[config.mk]
export PLATFORM = sky130hd
export DESIGN_NAME = cim_macro_arbiter
export DESIGN_NICKNAME = d
export VERILOG_FILES = /design/src/rtl/cim_macro_arbiter_pkg.sv /design/src/rtl/cim_macro_arbiter_rr_arbiter.sv /design/src/rtl/cim_macro_arbiter.sv
export SDC_FILE = /design/constraint.sdc
export NUM_CORES = 1
export LEC_CHECK = 0
export ABC_CLOCK_PERIOD_IN_PS = 1500
export CAP_MARGIN = 20
export CORE_AREA = 2 2 292 294
export CTS_CLUSTER_DIAMETER = 150
export DETAILED_ROUTE_END_ITERATION = 10
export DIE_AREA = 0 0 294 296
export DONT_BUFFER_PORTS = 1
export SYNTH_ARGS = -nofsm -noshare
export SYNTH_HDL_FRONTEND = slang
export SYNTH_SLANG_ARGS = --single-unit
[constraint.sdc]
create_clock -name CLK -period 1.5 [get_ports CLK]
set_input_delay 0.3 -clock CLK [delete_from_list [all_inputs] [get_ports CLK]]
set_output_delay 0.3 -clock CLK [all_outputs]
set_load 0.01 [all_outputs]
[src/rtl/cim_macro_arbiter_pkg.sv]
// Shared types and lane geometry for the CIM S-box/key macro arbiter.
// Geometry is 16 byte lanes; each lane address is {DEMUX 3b, RWL 6b}.
package cim_arb_pkg;

  localparam int LANES       = 16;
  localparam int DMX_W       = 3;
  localparam int RWL_W       = 6;
  localparam int RIO_W       = 8;
  localparam int LANE_ADDR_W = DMX_W + RWL_W;
  localparam int ADDR_W      = LANES * LANE_ADDR_W;
  localparam int DATA_W      = LANES * RIO_W;

  typedef enum logic {
    OP_LOOKUP = 1'b0,
    OP_ARK    = 1'b1
  } op_e;

  typedef enum logic [1:0] {
    ST_IDLE,
    ST_ISSUE,
    ST_WAIT,
    ST_RESP
  } state_e;

endpackage

[src/rtl/cim_macro_arbiter_rr_arbiter.sv]
// Combinational round-robin picker.
// Returns the first requester at or after ptr as both a one-hot grant and an index.
module rr_arbiter #(
  parameter int N  = 2,
  parameter int IW = (N > 1) ? $clog2(N) : 1
) (
  input  logic [N-1:0]  req,
  input  logic [IW-1:0] ptr,
  output logic [N-1:0]  gnt,
  output logic [IW-1:0] idx,
  output logic          any
);

  function automatic int wrap_idx(input int p, input int off);
    return (p + off) % N;
  endfunction

  always_comb begin
    gnt = '0;
    idx = '0;
    any = 1'b0;
    for (int off = 0; off < N; off++) begin
      if (!any && req[wrap_idx(int'(ptr), off)]) begin
        any                        = 1'b1;
        gnt[wrap_idx(int'(ptr), off)] = 1'b1;
        idx                        = IW'(wrap_idx(int'(ptr), off));
      end
    end
  end

endmodule

[src/rtl/cim_macro_arbiter.sv]
// Round-robin, transaction-locked arbiter sharing one CIM S-box/key macro between
// N_CLI requesters; owns macro pin sequencing and RIO capture.
module cim_macro_arbiter
  import cim_arb_pkg::*;
#(
  parameter int N_CLI     = 2,
  parameter int ARK_BEATS = 8,
  parameter int RD_LAT    = 1
) (
  input  logic                      CLK,
  input  logic                      RSTn,
  input  logic [N_CLI-1:0]          req_i,
  input  logic [N_CLI-1:0]          op_i,
  input  logic [N_CLI*ADDR_W-1:0]   addr_i,
  input  logic [N_CLI*LANES-1:0]    bits_i,
  output logic [N_CLI-1:0]          gnt_o,
  output logic [2:0]                beat_o,
  output logic [N_CLI-1:0]          rvld_o,
  output logic [DATA_W-1:0]         rdata_o,
  output logic                      busy_o,
  output logic [LANES*DMX_W-1:0]    DEMUX_ADD,
  output logic [LANES*RWL_W-1:0]    RWL_DEC_ADD,
  output logic [LANES-1:0]          IN,
  input  logic [DATA_W-1:0]         RIO
);

  localparam int IW     = (N_CLI > 1) ? $clog2(N_CLI) : 1;
  localparam int WAIT_W = (RD_LAT > 1) ? $clog2(RD_LAT) : 1;

  state_e              state_q, state_d;
  op_e                 op_q, op_d;
  logic [IW-1:0]       owner_q, owner_d;
  logic [IW-1:0]       rr_q, rr_d;
  logic [2:0]          beat_q, beat_d;
  logic [WAIT_W-1:0]   wait_q, wait_d;
  logic [DATA_W-1:0]   rdata_q, rdata_d;

  logic [N_CLI-1:0]    arb_gnt;
  logic [IW-1:0]       arb_idx;
  logic                arb_any;
  logic [ADDR_W-1:0]   sel_addr;
  logic [LANES-1:0]    sel_bits;

  rr_arbiter #(.N(N_CLI), .IW(IW)) u_rr (
    .req (req_i),
    .ptr (rr_q),
    .gnt (arb_gnt),
    .idx (arb_idx),
    .any (arb_any)
  );

  always_ff @(posedge CLK) begin
    if (!RSTn) begin
      state_q <= ST_IDLE;
      op_q    <= OP_LOOKUP;
      owner_q <= '0;
      rr_q    <= '0;
      beat_q  <= '0;
      wait_q  <= '0;
      rdata_q <= '0;
    end else begin
      state_q <= state_d;
      op_q    <= op_d;
      owner_q <= owner_d;
      rr_q    <= rr_d;
      beat_q  <= beat_d;
      wait_q  <= wait_d;
      rdata_q <= rdata_d;
    end
  end

  always_comb begin
    state_d = state_q;
    op_d    = op_q;
    owner_d = owner_q;
    rr_d    = rr_q;
    beat_d  = beat_q;
    wait_d  = wait_q;
    rdata_d = rdata_q;
    unique case (state_q)
      ST_IDLE: begin
        if (arb_any) begin
          state_d = ST_ISSUE;
          owner_d = arb_idx;
          op_d    = (|(arb_gnt & op_i)) ? OP_ARK : OP_LOOKUP;
          rr_d    = (arb_idx == IW'(N_CLI - 1)) ? '0 : arb_idx + IW'(1);
          beat_d  = '0;
        end
      end
      ST_ISSUE: begin
        if (op_q == OP_LOOKUP || beat_q == 3'(ARK_BEATS - 1)) begin
          state_d = ST_WAIT;
          wait_d  = '0;
          beat_d  = '0;
        end else begin
          beat_d = beat_q + 3'd1;
        end
      end
      ST_WAIT: begin
        // RIO is only valid on the final wait cycle, so capture exactly there.
        if (wait_q == WAIT_W'(RD_LAT - 1)) begin
          state_d = ST_RESP;
          rdata_d = RIO;
        end else begin
          wait_d = wait_q + WAIT_W'(1);
        end
      end
      ST_RESP: state_d = ST_IDLE;
      default: state_d = ST_IDLE;
    endcase
  end

  always_comb begin
    gnt_o       = '0;
    rvld_o      = '0;
    beat_o      = '0;
    DEMUX_ADD   = '0;
    RWL_DEC_ADD = '0;
    IN          = '0;
    sel_addr    = '0;
    sel_bits    = '0;
    for (int c = 0; c < N_CLI; c++) begin
      if (owner_q == IW'(c)) begin
        sel_addr = addr_i[c*ADDR_W +: ADDR_W];
        sel_bits = bits_i[c*LANES +: LANES];
      end
    end
    // Pins carry owner data only during ISSUE; every other state parks them at 0.
    if (state_q == ST_ISSUE) begin
      gnt_o[owner_q] = 1'b1;
      for (int j = 0; j < LANES; j++) begin
        DEMUX_ADD[j*DMX_W +: DMX_W]   = sel_addr[j*LANE_ADDR_W + RWL_W +: DMX_W];
        RWL_DEC_ADD[j*RWL_W +: RWL_W] = sel_addr[j*LANE_ADDR_W +: RWL_W];
      end
      if (op_q == OP_ARK) begin
        IN     = sel_bits;
        beat_o = beat_q;
      end
    end
    if (state_q == ST_RESP) begin
      rvld_o[owner_q] = 1'b1;
    end
  end

  assign busy_o  = (state_q != ST_IDLE);
  assign rdata_o = rdata_q;

endmodule

# After elaboration in Yosys (flattened, before gate mapping)
# Index checks and enable logic that the tools add are counted.
# Widths: inputs -> output; s select.
[classes]
add_sub_neg = 4
n_lt_le_gt_ge = 6
eq_ne = 7
n_mux = 39
bitwise = 5
n_reduce_logical = 16
[ops]
columns = ["cell", "n"]
rows = [
  ["$mux 144", 1],
  ["$mux 96", 1],
  ["$mux 16", 3],
  ["$mux 48", 1],
  ["$mux 1", 16],
  ["$mux 2", 7],
  ["$mux 3", 4],
  ["$pmux 2 s4", 1],
  ["$reduce_and 2->1", 4],
  ["$ne 2x2->1 const B", 3],
  ["$pmux 3 s2", 1],
  ["$reduce_bool 2->1", 3],
  ["$eq 2x2->1 const B", 2],
  ["$logic_and 1x1->1", 4],
  ["$lt 1x2->1 const B", 2],
  ["$add 1x1->1 const B", 3],
  ["$add 3x1->3 const B", 1],
  ["$demux 1 s1", 3],
  ["$eq 3x3->1 const B", 1],
  ["$lt 2x3->1 const B", 1],
  ["$reduce_and 3->1", 1],
  ["$and 2x2->2", 1],
  ["$eq 2x1->1 const B", 1],
  ["$ge 1x1->1 const B", 2],
  ["other kinds (9)", 10],
]
[word_totals]
ff_bits = 137
in_bits = 454
out_inout_bits = 296
wordCells = 84

# Depth between registers and ports, before layout
[depth]
word_depth = 11
ltp_mapped = 7
ltp_nobuf = 5

# Hierarchy
# From an unflattened synthesis, not the netlist that was laid out.
[hier_totals]
hier_cells = 828
area_unflattened_um2 = 8011.4
[by_module_without_submodules]
columns = ["module", "instances", "cells_per_inst", "area_per_inst_um2", "seq_area_each_um2"]
rows = [
  ["cim_macro_arbiter", 1, 823, 7978.9, 2722.6],
  ["rr_arbiter", 1, 5, 32.5, 0.0],
]

# Worst setup path before layout
# OpenSTA, ideal clock, no wires.
[synth_path]
path_type = "flip-flop to output port"
from = "reg state_q[1]"
to = "out IN[10]"
arrival_time_ns = 1.274
path_slack_ns = -0.074
stages_incl_launch_ff = 7
path_cell_list = "dfxtp_1 -> inv_1 -> ha_1 -> buf_4 -> nand2_1 -> clkbuf_1 -> nor2_1"
[synth_via]
elab_chain_cells = 2
[synth_lines]
columns = ["item", "line", "text"]
rows = [
  ["start: declaration", "cim_macro_arbiter.sv:30", "state_e state_q, state_d;"],
  ["start signal: assignment", "cim_macro_arbiter.sv:62", "state_q <= state_d;"],
  ["$eq 2x1->1", "cim_macro_arbiter.sv:129", "if (state_q == ST_ISSUE) begin"],
  ["$mux 16", "cim_macro_arbiter.sv:129", ""],
  ["end: declaration", "cim_macro_arbiter.sv:23", "output logic [LANES-1:0] IN,"],
]
# Every way passes these cells.

# Final worst setup path
[layout_path]
from = "reg owner_q"
to = "out DEMUX_ADD[25]"
[layout_via]
elab_chain_cells = 2
[layout_lines]
columns = ["item", "line", "text"]
rows = [
  ["start: declaration", "cim_macro_arbiter.sv:32", "logic [IW-1:0] owner_q, owner_d;"],
  ["start signal: assignment", "cim_macro_arbiter.sv:64", "owner_q <= owner_d;"],
  ["$mux 144", "cim_macro_arbiter.sv:123", "if (owner_q == IW'(c)) begin"],
  ["$mux 48", "cim_macro_arbiter.sv:129", ""],
  ["end: declaration", "cim_macro_arbiter.sv:21", "output logic [LANES*DMX_W-1:0] DEMUX_ADD,"],
]
# Every way passes these cells.

==> impl_metrics.yaml <==
outcome:
  status: "finished, violations left"
  violations: "setup timing"
route:
  wire_per_inst_um: 27.1
  route.detailed.drc: 0
  avgViaCountPerCell: 3.44
  via_count: 7522
  routed_wl_mm: 59.3
  antenna_left: 0
  dr.pass1.iters: 4
  drt-initial-drc-count: 311
clocking:
  cts_tree: "done"
  htree_levels: 4
  cts_made_buffers: 17
  cts_sinks: 136
  clk_latency_ns: 0.44
  cts_root_buffer: "clkbuf_16"
  max-clock-path-buffers: 2
  path_clk_slew_ns: 0.08
logic_synthesis:
  syn_nets: 1290
  synth-seq-cells: 136
  syn-instance-count: 830
  yosysWarnings: 0
  avgSynthCellArea_um2: 9.73
  netlist_area_mm2: 0.00807
  synth-seq-area-share_pct: 33.7
  synth_cell_types: 28
power:
  power_frac_comb_pct: 57.8
  swShare_pct: 38.5
  p_total_mw: 22.1
  p_clk_share_pct: 18.9
  p_int_mw: 13.6
  ir_drop_v: 0.00116
  seqPwrFrac_pct: 23.3
  switching_power_mw: 8.52
  leakage_nw: 4.93
  p_per_area_mw_per_mm2: 1520
job:
  drv_cap: 0
global_route:
  grt_max_degree: 65
  grt_usage_pct: 12.3
  grt_first_pass_wirelength_mm: 69.6
  grt_pass1_vias: 7138
  grt_overflow_total: 0
  grt_antenna_before_repair: 32
sta:
  setup_viol: 235
  period_needed_ns: 2.11
  grt_setup_unrepaired: "yes"
  hold_violations: 0
  finalCritPeriodShare_pct: 140
  fin_skew_ns: 0.0107
  hold_ws_ns: 0.0216
  layout_setup_ws_ns: -0.607
  worst_pin_slew_ns: 0.397
  drv_slew: 0
  slew_headroom_pct: 73.5
  fmax_mhz: 475
placement:
  place.gp.congestion: 0.867
  portBuffers: 0
  pre_cts_ws_ns: -0.679
  dp.cells: 1975
  place_hpwl_mm: 45.5
die:
  die_h_um: 296
  dieArea_mm2: 0.0870
  initial_core_util_pct: 9.59
  core_mm2: 0.0842
  dieWidth_um: 294
  row_count: 107
  ios: 750
final_layout:
  drive_gt1_share_pct: 42.9
  multi_input_area_mm2: 0.00611
  num-nets-final: 1539
  nFillCells: 9153
  fin_cells: 2189
  seqCellArea_mm2: 0.00273
  area_delta_synth_final_pct: 80.9
worst_setup_path:
  worstPathRequired_ns: 1.20
  cp.arrival_ns: 1.81
  cp-start-kind: "register"
  path_common_cell: "buf_12"
  path_class: "register to output pin"
  critPathCaptureType: "output pin"
  cpMaxStageDelayCell: "dfxtp_4"
  critical_path.cell_chain: "buf_12, buf_16, buf_12, mux2i_4, nor2b_2, buf_12"
  max_stage_delay_ns: 0.37
  rrSetupSlack_ns: -0.11
  worstPathMaxFanout: 7
  cp_top_family: "buffers and inverters"
  crit_buf_inv: 4
hold_path:
  hp-class: "input port to register"
## cell usage in the layout (no fill, tap or decap), types with 4 or more instances in the layout
| cell type | netlist | layout |
|---|---|---|
| mux2i_1 | 292 | 179 |
| nor2_1 | 147 | 142 |
| dfxtp_1 | 136 | 133 |
| dlygate4sd3_1 | 0 | 123 |
| nor2b_2 | 0 | 93 |
| buf_4 | 5 | 68 |
| mux2i_2 | 0 | 58 |
| mux2i_4 | 0 | 55 |
| buf_6 | 3 | 33 |
| nor2b_4 | 0 | 32 |
| buf_12 | 14 | 31 |
| clkbuf_16 | 0 | 27 |
| nor2b_1 | 147 | 22 |
| buf_16 | 0 | 21 |
| buf_8 | 13 | 10 |
| diode_2 | 0 | 7 |
| nand2_1 | 8 | 7 |
| inv_6 | 0 | 6 |
| nor2_2 | 0 | 5 |
| clkinvlp_4 | 0 | 4 |
## layout make-up
cell class / count / area share (%)
antenna: 7 / 0.120
clock buffer: 18 / 3.01
clock inverter: 14 / 0.900
inverter: 5 / 0.206
multi-input combinational: 621 / 41.9
sequential: 136 / 18.7
tap: 1090 / 9.34
timing repair buffer: 298 / 25.9
## registers in the layout, summed over array words and instances (netlist names)
| name | count |
|---|---|
| owner_q | 1 |
| state_q | 2 |
| rdata_o | 128 |
| op_q | 1 |
| rr_q | 1 |
| beat_q | 3 |
## layer usage
layer / vias to the layer above / GRT usage (%) / share of wire [%]
met5: - / 0 / 0.27
met4: 28 / 2.96 / 2.5
met3: 102 / 4.13 / 8.7
met2: 532 / 23.1 / 52
met1: 3559 / 13.0 / 36
li1: 3301 / - / -
## worst paths after layout
kind / cells past startpoint / start / end
worst max-delay path: 6 / owner_q / DEMUX_ADD[25]
worst min register to register: 2 / beat_q[1] / beat_q[1]
worst min-delay path: 2 / RIO[83] / rdata_o[83]
worst max register to register: 8 / state_q[0] / rdata_o[15]
## through the flow
step                utilization, %  cell area, um2  setup TNS (ns)
floorplan                        -            8330          -0.585
global placement              12.1           10200          -22.03
detailed placement            12.1           10200          -26.56
CTS                           16.2           13700          -92.77
global route                  17.3           14600         -103.99
finish                        17.3           14600          -84.46
## kinds of logic (layout without fill, tap and decap cells)
group	after synthesis	count (layout)	share of synthesized area [%]
compound gates	11	11	1.02
fa+ha+maj	6	6	0.930
buf+inv	73	335	8.74
simple gates	312	312	19.4
flops	136	136	33.7
other cells	0	7	0
mux	292	292	36.2
## power groups by stage
stage	sequential (mW)	combinational (mW)	clock (mW)
finish	5.16	12.8	4.18
detailed placement	5.16	8.16	0
global placement	5.19	8.05	0
CTS	5.11	11.3	4.35
floorplan	4.90	5.98	0
global route	5.20	13.4	4.47
## cells in the mapped netlist
master,n,area (um2)
nand2b_1,1,6.26
nor2b_1,147,920
o21a_1,2,15.0
o21ai_0,1,5.00
buf_6,3,33.8
mux2i_1,292,2920
nand2_1,8,30.0
clkbuf_1,20,75.1
nand3_1,2,10.0
a21oi_1,2,10.0
and3b_1,1,8.76
a21oi_2,1,8.76
a21o_1,1,7.51
buf_4,5,37.5
o31a_1,1,8.76
buf_8,13,195
a311oi_1,1,8.76
a32oi_1,1,8.76
and2_1,2,12.5
ha_1,6,75.1
buf_2,13,65.1
nand3b_1,1,7.51
inv_1,5,18.8
nor2_1,147,552
dfxtp_1,136,2720
and3_1,3,18.8
buf_12,14,280
a32o_1,1,10.0
## timing repair
| item | in CTS | in global routing |
|---|---|---|
| setup endpoints to repair | 298 | 246 |
| buffers inserted | 21 | 13 |
| hold buffers | 123 | 0 |
| resized for setup | 208 | 137 |
| gates cloned | 18 | 10 |
| endpoints found under the hold margin | 127 | 0 |
| pin swaps | 3 | 5 |
Note: power is estimated with default switching activity, not from simulation.
